**src/rtl/mtime_timer_pkg.sv**
```systemverilog
// -----------------------------------------------------------------------------
// mtime_timer_pkg
// Shared types and helpers for the RISC-V machine timer peripheral.
//   mtimer_reg_req_t : register request (valid, write, addr, wdata, wstrb)
//   mtimer_reg_rsp_t : register response (ready, error, rdata)
//   reg_idx_e        : register index decoded from addr[4:2]
//   apply_wstrb      : byte-lane merge of write data into an old word
// -----------------------------------------------------------------------------
package mtime_timer_pkg;

  typedef struct packed {
    logic        valid;
    logic        write;
    logic [31:0] addr;
    logic [31:0] wdata;
    logic [3:0]  wstrb;
  } mtimer_reg_req_t;

  typedef struct packed {
    logic        ready;
    logic        error;
    logic [31:0] rdata;
  } mtimer_reg_rsp_t;

  typedef enum logic [2:0] {
    REG_CTRL     = 3'd0,
    REG_PRESC    = 3'd1,
    REG_MTIME_LO = 3'd2,
    REG_MTIME_HI = 3'd3,
    REG_CMP_LO   = 3'd4,
    REG_CMP_HI   = 3'd5,
    REG_STATUS   = 3'd6,
    REG_NONE     = 3'd7
  } reg_idx_e;

  // Replace only the byte lanes selected by strb; other lanes keep old_val.
  function automatic logic [31:0] apply_wstrb(input logic [31:0] old_val,
                                              input logic [31:0] new_val,
                                              input logic [3:0]  strb);
    logic [31:0] res;
    res = old_val;
    for (int b = 0; b < 4; b++) begin
      if (strb[b]) res[8*b +: 8] = new_val[8*b +: 8];
    end
    return res;
  endfunction

endpackage

```
**src/rtl/mtime_timer.sv**
```systemverilog
// -----------------------------------------------------------------------------
// mtime_timer
// RISC-V machine timer: 64-bit mtime counter advanced by a programmable
// prescaler, 64-bit mtimecmp compare register, level interrupt.
// Ports:
//   clk_i      : sole clock
//   rst_i      : asynchronous active-high reset
//   reg_req_i  : register request (valid/write/addr/wdata/wstrb)
//   reg_rsp_o  : register response (ready always 1, combinational rdata/error)
//   time_irq_o : registered (mtime >= mtimecmp)
// -----------------------------------------------------------------------------
module mtime_timer
  import mtime_timer_pkg::*;
#(
  parameter type reg_req_t = mtime_timer_pkg::mtimer_reg_req_t,
  parameter type reg_rsp_t = mtime_timer_pkg::mtimer_reg_rsp_t,
  parameter int unsigned PrescWidth = 16
) (
  input  logic     clk_i,
  input  logic     rst_i,
  input  reg_req_t reg_req_i,
  output reg_rsp_t reg_rsp_o,
  output logic     time_irq_o
);

  logic                  en_reg, en_next;
  logic [PrescWidth-1:0] presc_reg, presc_next;
  logic [PrescWidth-1:0] presc_cnt_reg, presc_cnt_next;
  logic [63:0]           mtime_reg, mtime_next;
  logic [63:0]           mtimecmp_reg, mtimecmp_next;
  logic                  irq_reg;

  reg_idx_e    reg_idx;
  logic        addr_err;
  logic        wr_en;
  logic        tick;
  logic [31:0] rdata;

  // Upper address bits are decoded by the bus fabric, not here.
  logic unused_addr;
  assign unused_addr = ^reg_req_i.addr[31:5];

  assign reg_idx  = reg_idx_e'(reg_req_i.addr[4:2]);
  assign addr_err = (reg_req_i.addr[1:0] != 2'b00) || (reg_idx == REG_NONE);
  assign wr_en    = reg_req_i.valid && reg_req_i.write && !addr_err;
  assign tick     = en_reg && (presc_cnt_reg == presc_reg);

  // Next-state: the counter advance is computed first, then a software write
  // to an mtime word overrides it. Both halves of an mtime write merge against
  // the pre-edge value, so a coincident tick (and its carry) is lost.
  always_comb begin
    en_next        = en_reg;
    presc_next     = presc_reg;
    presc_cnt_next = presc_cnt_reg;
    mtime_next     = mtime_reg;
    mtimecmp_next  = mtimecmp_reg;

    if (en_reg) begin
      if (tick) begin
        presc_cnt_next = '0;
        mtime_next     = mtime_reg + 64'd1;
      end else begin
        presc_cnt_next = presc_cnt_reg + PrescWidth'(1);
      end
    end

    if (wr_en) begin
      case (reg_idx)
        REG_CTRL: begin
          if (reg_req_i.wstrb[0]) en_next = reg_req_i.wdata[0];
          if (!en_next) presc_cnt_next = '0;
        end
        REG_PRESC: begin
          presc_next     = PrescWidth'(apply_wstrb(32'(presc_reg), reg_req_i.wdata,
                                                   reg_req_i.wstrb));
          presc_cnt_next = '0;
        end
        REG_MTIME_LO: mtime_next = {mtime_reg[63:32],
                                    apply_wstrb(mtime_reg[31:0], reg_req_i.wdata,
                                                reg_req_i.wstrb)};
        REG_MTIME_HI: mtime_next = {apply_wstrb(mtime_reg[63:32], reg_req_i.wdata,
                                                reg_req_i.wstrb),
                                    mtime_reg[31:0]};
        REG_CMP_LO: mtimecmp_next = {mtimecmp_reg[63:32],
                                     apply_wstrb(mtimecmp_reg[31:0], reg_req_i.wdata,
                                                 reg_req_i.wstrb)};
        REG_CMP_HI: mtimecmp_next = {apply_wstrb(mtimecmp_reg[63:32], reg_req_i.wdata,
                                                 reg_req_i.wstrb),
                                     mtimecmp_reg[31:0]};
        default: ;  // STATUS is read-only; writes are silently dropped
      endcase
    end
  end

  always_ff @(posedge clk_i or posedge rst_i) begin
    if (rst_i) begin
      en_reg        <= 1'b0;
      presc_reg     <= '0;
      presc_cnt_reg <= '0;
      mtime_reg     <= '0;
      mtimecmp_reg  <= '1;
      irq_reg       <= 1'b0;
    end else begin
      en_reg        <= en_next;
      presc_reg     <= presc_next;
      presc_cnt_reg <= presc_cnt_next;
      mtime_reg     <= mtime_next;
      mtimecmp_reg  <= mtimecmp_next;
      // Compare uses the current-cycle values, so the irq trails the state by one edge.
      irq_reg       <= (mtime_reg >= mtimecmp_reg);
    end
  end

  // Read data is driven only for valid, well-addressed reads; otherwise zero.
  always_comb begin
    rdata = '0;
    if (reg_req_i.valid && !reg_req_i.write && !addr_err) begin
      case (reg_idx)
        REG_CTRL:     rdata = {31'd0, en_reg};
        REG_PRESC:    rdata = 32'(presc_reg);
        REG_MTIME_LO: rdata = mtime_reg[31:0];
        REG_MTIME_HI: rdata = mtime_reg[63:32];
        REG_CMP_LO:   rdata = mtimecmp_reg[31:0];
        REG_CMP_HI:   rdata = mtimecmp_reg[63:32];
        REG_STATUS:   rdata = {31'd0, irq_reg};
        default:      rdata = '0;
      endcase
    end
  end

  always_comb begin
    reg_rsp_o       = '0;
    reg_rsp_o.ready = 1'b1;
    reg_rsp_o.error = reg_req_i.valid && addr_err;
    reg_rsp_o.rdata = rdata;
  end

  assign time_irq_o = irq_reg;

endmodule

```
**config.mk**
```make
export PLATFORM = sky130hd
export DESIGN_NAME = mtime_timer
export DESIGN_NICKNAME = d
export VERILOG_FILES = /design/src/rtl/mtime_timer_pkg.sv /design/src/rtl/mtime_timer.sv
export SDC_FILE = /design/constraint.sdc
export NUM_CORES = 1
export LEC_CHECK = 0
export CORE_MARGIN = 5
export CORE_UTILIZATION = 45
export DETAILED_ROUTE_END_ITERATION = 10
export GPL_ROUTABILITY_DRIVEN = 0
export HOLD_SLACK_MARGIN = 0.08
export PLACE_DENSITY_LB_ADDON = 0.15
export SETUP_SLACK_MARGIN = 0.15
export SYNTH_ARGS = -nofsm -noshare
export SYNTH_HDL_FRONTEND = slang
export SYNTH_SLANG_ARGS = --single-unit
```
**constraint.sdc**
```tcl
create_clock -name clk_i -period 10.2 [get_ports clk_i]
set_input_delay 1.02 -clock clk_i [delete_from_list [all_inputs] [get_ports clk_i]]
set_output_delay 1.02 -clock clk_i [all_outputs]
set_load 0.03 [all_outputs]
```
Word level (Yosys, flattened, before mapping)
Index checks and enable logic that the tools add are counted.
Storage, ports and cells
  bits in registers: 162
  bits of input ports: 72
  output and inout bits: 35
  word-level logic and storage cells: 93
Cells by class
  add/subtract/negate cells: 2
  order comparisons: 1
  equality and inequality tests: 18
  multiplexer cells: 19
  bitwise gates (word level): 2
  reductions and logical operators: 30
Operators with widths (count)
  case mux 64 bit (2 select lines): 2
  case mux 32 bit (7 select lines): 1
  two-way mux 64 bit: 3
  adder 64 x 1 -> 64 bit (second input constant): 1
  >= comparator 64 bit: 1
  two-way mux 16 bit: 4
  two-way mux 32 bit: 1
  two-way mux 8 bit: 4
  case mux 16 bit (2 select lines): 1
  AND reduction 4 bit: 8
  inequality test 3 bit (second input constant): 8
  AND reduction 2 bit: 9
  adder 16 x 1 -> 16 bit (second input constant): 1
  equality test 16 bit: 1
  equality test 3 bit (second input constant): 4
  equality test 3 x 2 -> 1 bit (second input constant): 2
  logical AND 1 bit: 6
  AND reduction 3 bit: 2
  inequality test 2 bit (second input constant): 2
  equality test 3 x 1 -> 1 bit (second input constant): 1
  logical NOT 3 bit: 1
  two-way mux 1 bit: 3
  logical NOT 1 bit: 2
  inverter 1 bit: 2
  other kinds (2): 2

Depth between registers and ports, before layout
  depth after elaboration: 8
  gate-level depth with buffers: 9
  mapped depth without buffers: 8

Worst setup path after synthesis
Ideal clock, no wire load.
  kind: input port to output port
  from: input reg_req_i[38] in the netlist's numbering
  to: output reg_rsp_o[20] in the netlist's numbering
  arrival time: 2.863 ns
  data required time: 9.180 ns
  path slack: 6.317 ns
  cell stages on the path: 6
  buffers on the path: 3
  cell sequence: clkbuf_1 > buf_1 > nor3_1 > clkbuf_1 > a22oi_1 > a21oi_1
RTL lines
  start: declaration: RTL line mtime_timer.sv:21  | input reg_req_t reg_req_i,
  end: declaration: RTL line mtime_timer.sv:22  | output reg_rsp_t reg_rsp_o,

==> run summary <==
==============================================================================
Number of standard cells after synthesis                                  1265
Die height                                                              167 um
Count of pins on the block boundary                                        107
Status                                                            finished clean
Placeable core region                                              24200 sq um
Async set-reset flop share out of synthesis                               1.00
Fraction of layout instances using a drive strength above 1              0.135
Post-synthesis net count                                                  1403
Clock tree sinks                                                           162
Final Hold Vio Count                                                         0
Seq cells post-synth                                                       162
EDFF count, synth                                                            0
Global-route wire length before repair                                58400 um
Type of element launching the critical path                          input pin
Number of failing setup endpoints in the final timing report                 0
Starting utilization of the core area                                    0.455
Vias after detailed routing                                              10.3k
Number of buffer cells added on primary ports                               78
Startpoint-to-endpoint class of the critical path                 input pin to output pin
HPWL after detailed placement                                         26100 um
Total power divided by cell area                                   150 nW/um^2
H-tree lvl count                                                             4
Global Route Usage Sum                                                   0.263
Area added between synthesis and finish                                  15.5%
Most numerous cell types in the synthesized netlist               sky130_fd_sc_hd__nand2_1 (142), sky130_fd_sc_hd__nor2_1 (131), sky130_fd_sc_hd__dfrtp_1 (98)
Data arrival, critical path                                            4950 ps
FMAX                                                                   168 MHz
Worst path top cell family by delay                               buffers and inverters
Deepest clock path buffer count                                              2
Final critical-path share of the clock period                            0.585
Standard cell with the maximum stage delay on the critical path   sky130_fd_sc_hd__nor2_1
TritonCTS clock tree                                                     built
CP Cell Sequence                                                  clkdlybuf4s50_1 > buf_4 > clkinv_1 > nand2_1 > nor2_1 > buf_4 > a222oi_1 > nor2_1 > clkdlybuf4s50_1
DRC Markers                                                                  0
Layout filler cell count                                                  2324
First-pass detailed-route iteration total                                    6
Average footprint of a synthesized cell                             8.71 sq um
Total CTS buffers                                                           17
DRC marker count from the first detailed-route iteration                  1071
Main flop type after synthesis                                    sky130_fd_sc_hd__dfrtp_1
Die area                                                           27700 sq um
Vias/cell                                                                 6.26
Vias in the first global route                                            9783
Crit path largest cell delay                                           1030 ps
Fraction of the yosys area taken by sequential cells                     0.375
Number of setup buffers added after CTS                                      0
Hold_ws                                                                 485 ps
Number of buffers added to fix hold violations after cts                     0
Worst clock skew                                                       12.9 ps
Clock period minus final worst setup slack                             5970 ps
Total Power                                                            1910 uW
Clock insertion delay at the later pin of the skew report               440 ps
Antenna diode count                                                          0
Peak supply drop                                                     0.0706 mV
Total number of placement rows                                              57
Number of gates resized after CTS                                            0
Unrepaired setup endpoints after global routing                          false
Warnings, synthesis                                                          0
Routed wire length                                                    36800 um
Maximum net fanout on the critical path                                     25
Count of buffer and inverter cells on the critical path                      5
Worst-Margin Slew                                                      1060 ps
Detailed-route wire length per cell                                    22.2 um
Relative slew slack                                                      0.293
Cell at the root of the clock tree                                sky130_fd_sc_hd__clkbuf_16
Total Nets Final                                                          1453
Maximum number of pins on one net before global-route repair                97
Setup TNS after final layout                                              0 ps
Cell type contributing the most total cell area after synthesis   sky130_fd_sc_hd__dfrtp_1
Most area-consuming cells after synthesis                         sky130_fd_sc_hd__dfrtp_1 (22%), sky130_fd_sc_hd__dfstp_2 (15%), sky130_fd_sc_hd__ha_1 (7.5%)
Worst hold-check path type                                        flop to flop
Setup slack, reg-to-reg                                                6800 ps
Static leakage power                                                0.00508 uW
Post-synthesis instance area                                       11000 sq um
Number of max-cap violations                                                 0
Clock transition at the registers of the reported paths                  70 ps
Share of Yosys cell area claimed by the top area cell type               0.222
Post-DRT Antenna Nets                                                        0
Top-count cell post-synth                                         sky130_fd_sc_hd__nand2_1
Antenna violations before repair                                             0
Distinct cells, synth                                                       68
Critical path endpoint category                                     output pin
Pins over their slew limit                                                   0
Critical Path RT                                                       9180 ps
Die X-Extent                                                            167 um
Grt total ovfl                                                               0
==============================================================================
## power breakdown
group          switching, uW  total, uW  internal [uW]
sequential              96.3        816            719
clock                    277        713            435
combinational            221        384            163
## metrics by stage
| step | worst slack (ps) | utilization | std cells | instance area [sq um] |
|---|---|---|---|---|
| after floorplan | 4910 | - | 1265 | 11000 |
| after global placement | 4390 | 0.499 | 1620 | 12100 |
| after detailed placement | 4360 | 0.499 | 1620 | 12100 |
| after CTS | 4350 | 0.525 | 1652 | 12700 |
| after global routing | 4160 | 0.525 | 1652 | 12700 |
| final | 4230 | 0.525 | 1652 | 12700 |
## final timing paths
path,startpoint,to,cells past startpoint
max in group asynchronous,rst_i,mtime_reg[23],3
worst min-delay path,mtimecmp_reg[11],mtimecmp_reg[11],2
worst min register to register,mtimecmp_reg[11],mtimecmp_reg[11],2
worst max-delay path,reg_req_i[40],reg_rsp_o[9],9
min in group asynchronous,rst_i,presc_reg[1],2
worst max register to register,mtime_reg[0],mtime_reg[48],7
## tightest hold or removal path, cell delays in order, from the launching register on
cell and delay, ps:
sky130_fd_sc_hd__dfstp_2 380, sky130_fd_sc_hd__nand2_1 40, sky130_fd_sc_hd__o21ai_0 60
## cell usage in the layout (no fill, tap or decap), types with 7 or more instances in the layout
cell / netlist / layout
sky130_fd_sc_hd__nand2_1: 142 / 142
sky130_fd_sc_hd__a21oi_1: 53 / 53
sky130_fd_sc_hd__nand3_1: 58 / 58
sky130_fd_sc_hd__and4_1: 15 / 15
sky130_fd_sc_hd__clkdlybuf4s50_1: 0 / 77
sky130_fd_sc_hd__a211oi_1: 21 / 21
sky130_fd_sc_hd__inv_1: 75 / 74
sky130_fd_sc_hd__and2_1: 11 / 11
sky130_fd_sc_hd__o221a_2: 13 / 13
sky130_fd_sc_hd__ha_1: 66 / 66
sky130_fd_sc_hd__a22oi_1: 24 / 24
sky130_fd_sc_hd__a222oi_1: 10 / 10
sky130_fd_sc_hd__o22ai_1: 29 / 29
sky130_fd_sc_hd__o211ai_1: 7 / 7
sky130_fd_sc_hd__dfrtp_1: 98 / 98
sky130_fd_sc_hd__xor2_1: 22 / 22
sky130_fd_sc_hd__a311oi_1: 13 / 13
sky130_fd_sc_hd__clkbuf_16: 0 / 20
sky130_fd_sc_hd__o21ai_0: 60 / 60
sky130_fd_sc_hd__nor2_1: 131 / 131
sky130_fd_sc_hd__nor2b_1: 11 / 11
sky130_fd_sc_hd__mux2_2: 48 / 48
sky130_fd_sc_hd__buf_4: 1 / 14
sky130_fd_sc_hd__nand4_1: 42 / 42
sky130_fd_sc_hd__mux2i_1: 33 / 33
sky130_fd_sc_hd__or4_1: 10 / 10
sky130_fd_sc_hd__and3_1: 19 / 19
sky130_fd_sc_hd__dfstp_2: 64 / 64
sky130_fd_sc_hd__xnor2_1: 9 / 9
sky130_fd_sc_hd__nor4_1: 17 / 17
sky130_fd_sc_hd__nor3_1: 26 / 24
## cells by family after synthesis
logic type	count (synthesis)	share of synthesized area
AOI/OAI and AO/OA	286	0.178
xor gates and xnor gates	31	0.0246
adders and majority gates	66	0.0749
buffers and inverters	137	0.0472
DFF	162	0.375
muxes	81	0.0790
other	1	0.000340
and+or+nand+nor	501	0.221
## metal layers
layer  up-vias  GRT usage  wire length (um)
met5         -          0                 0
met4         0     0.0651               729
met3        63     0.0476              2920
met2       479      0.403             16300
met1      5018      0.387             16800
li1       4784          -                 -
## area by class of cell
cell class,instances,area [sq um],share of cell area
tap,324,405,0.0318
clock inverter,8,121,0.00953
multi-input combinational,966,6380,0.501
timing repair buffer,92,881,0.0692
inverter,76,290,0.0228
clock buffer,24,526,0.0413
sequential,162,4130,0.325
No activity file was read; power rests on OpenSTA's default activity.
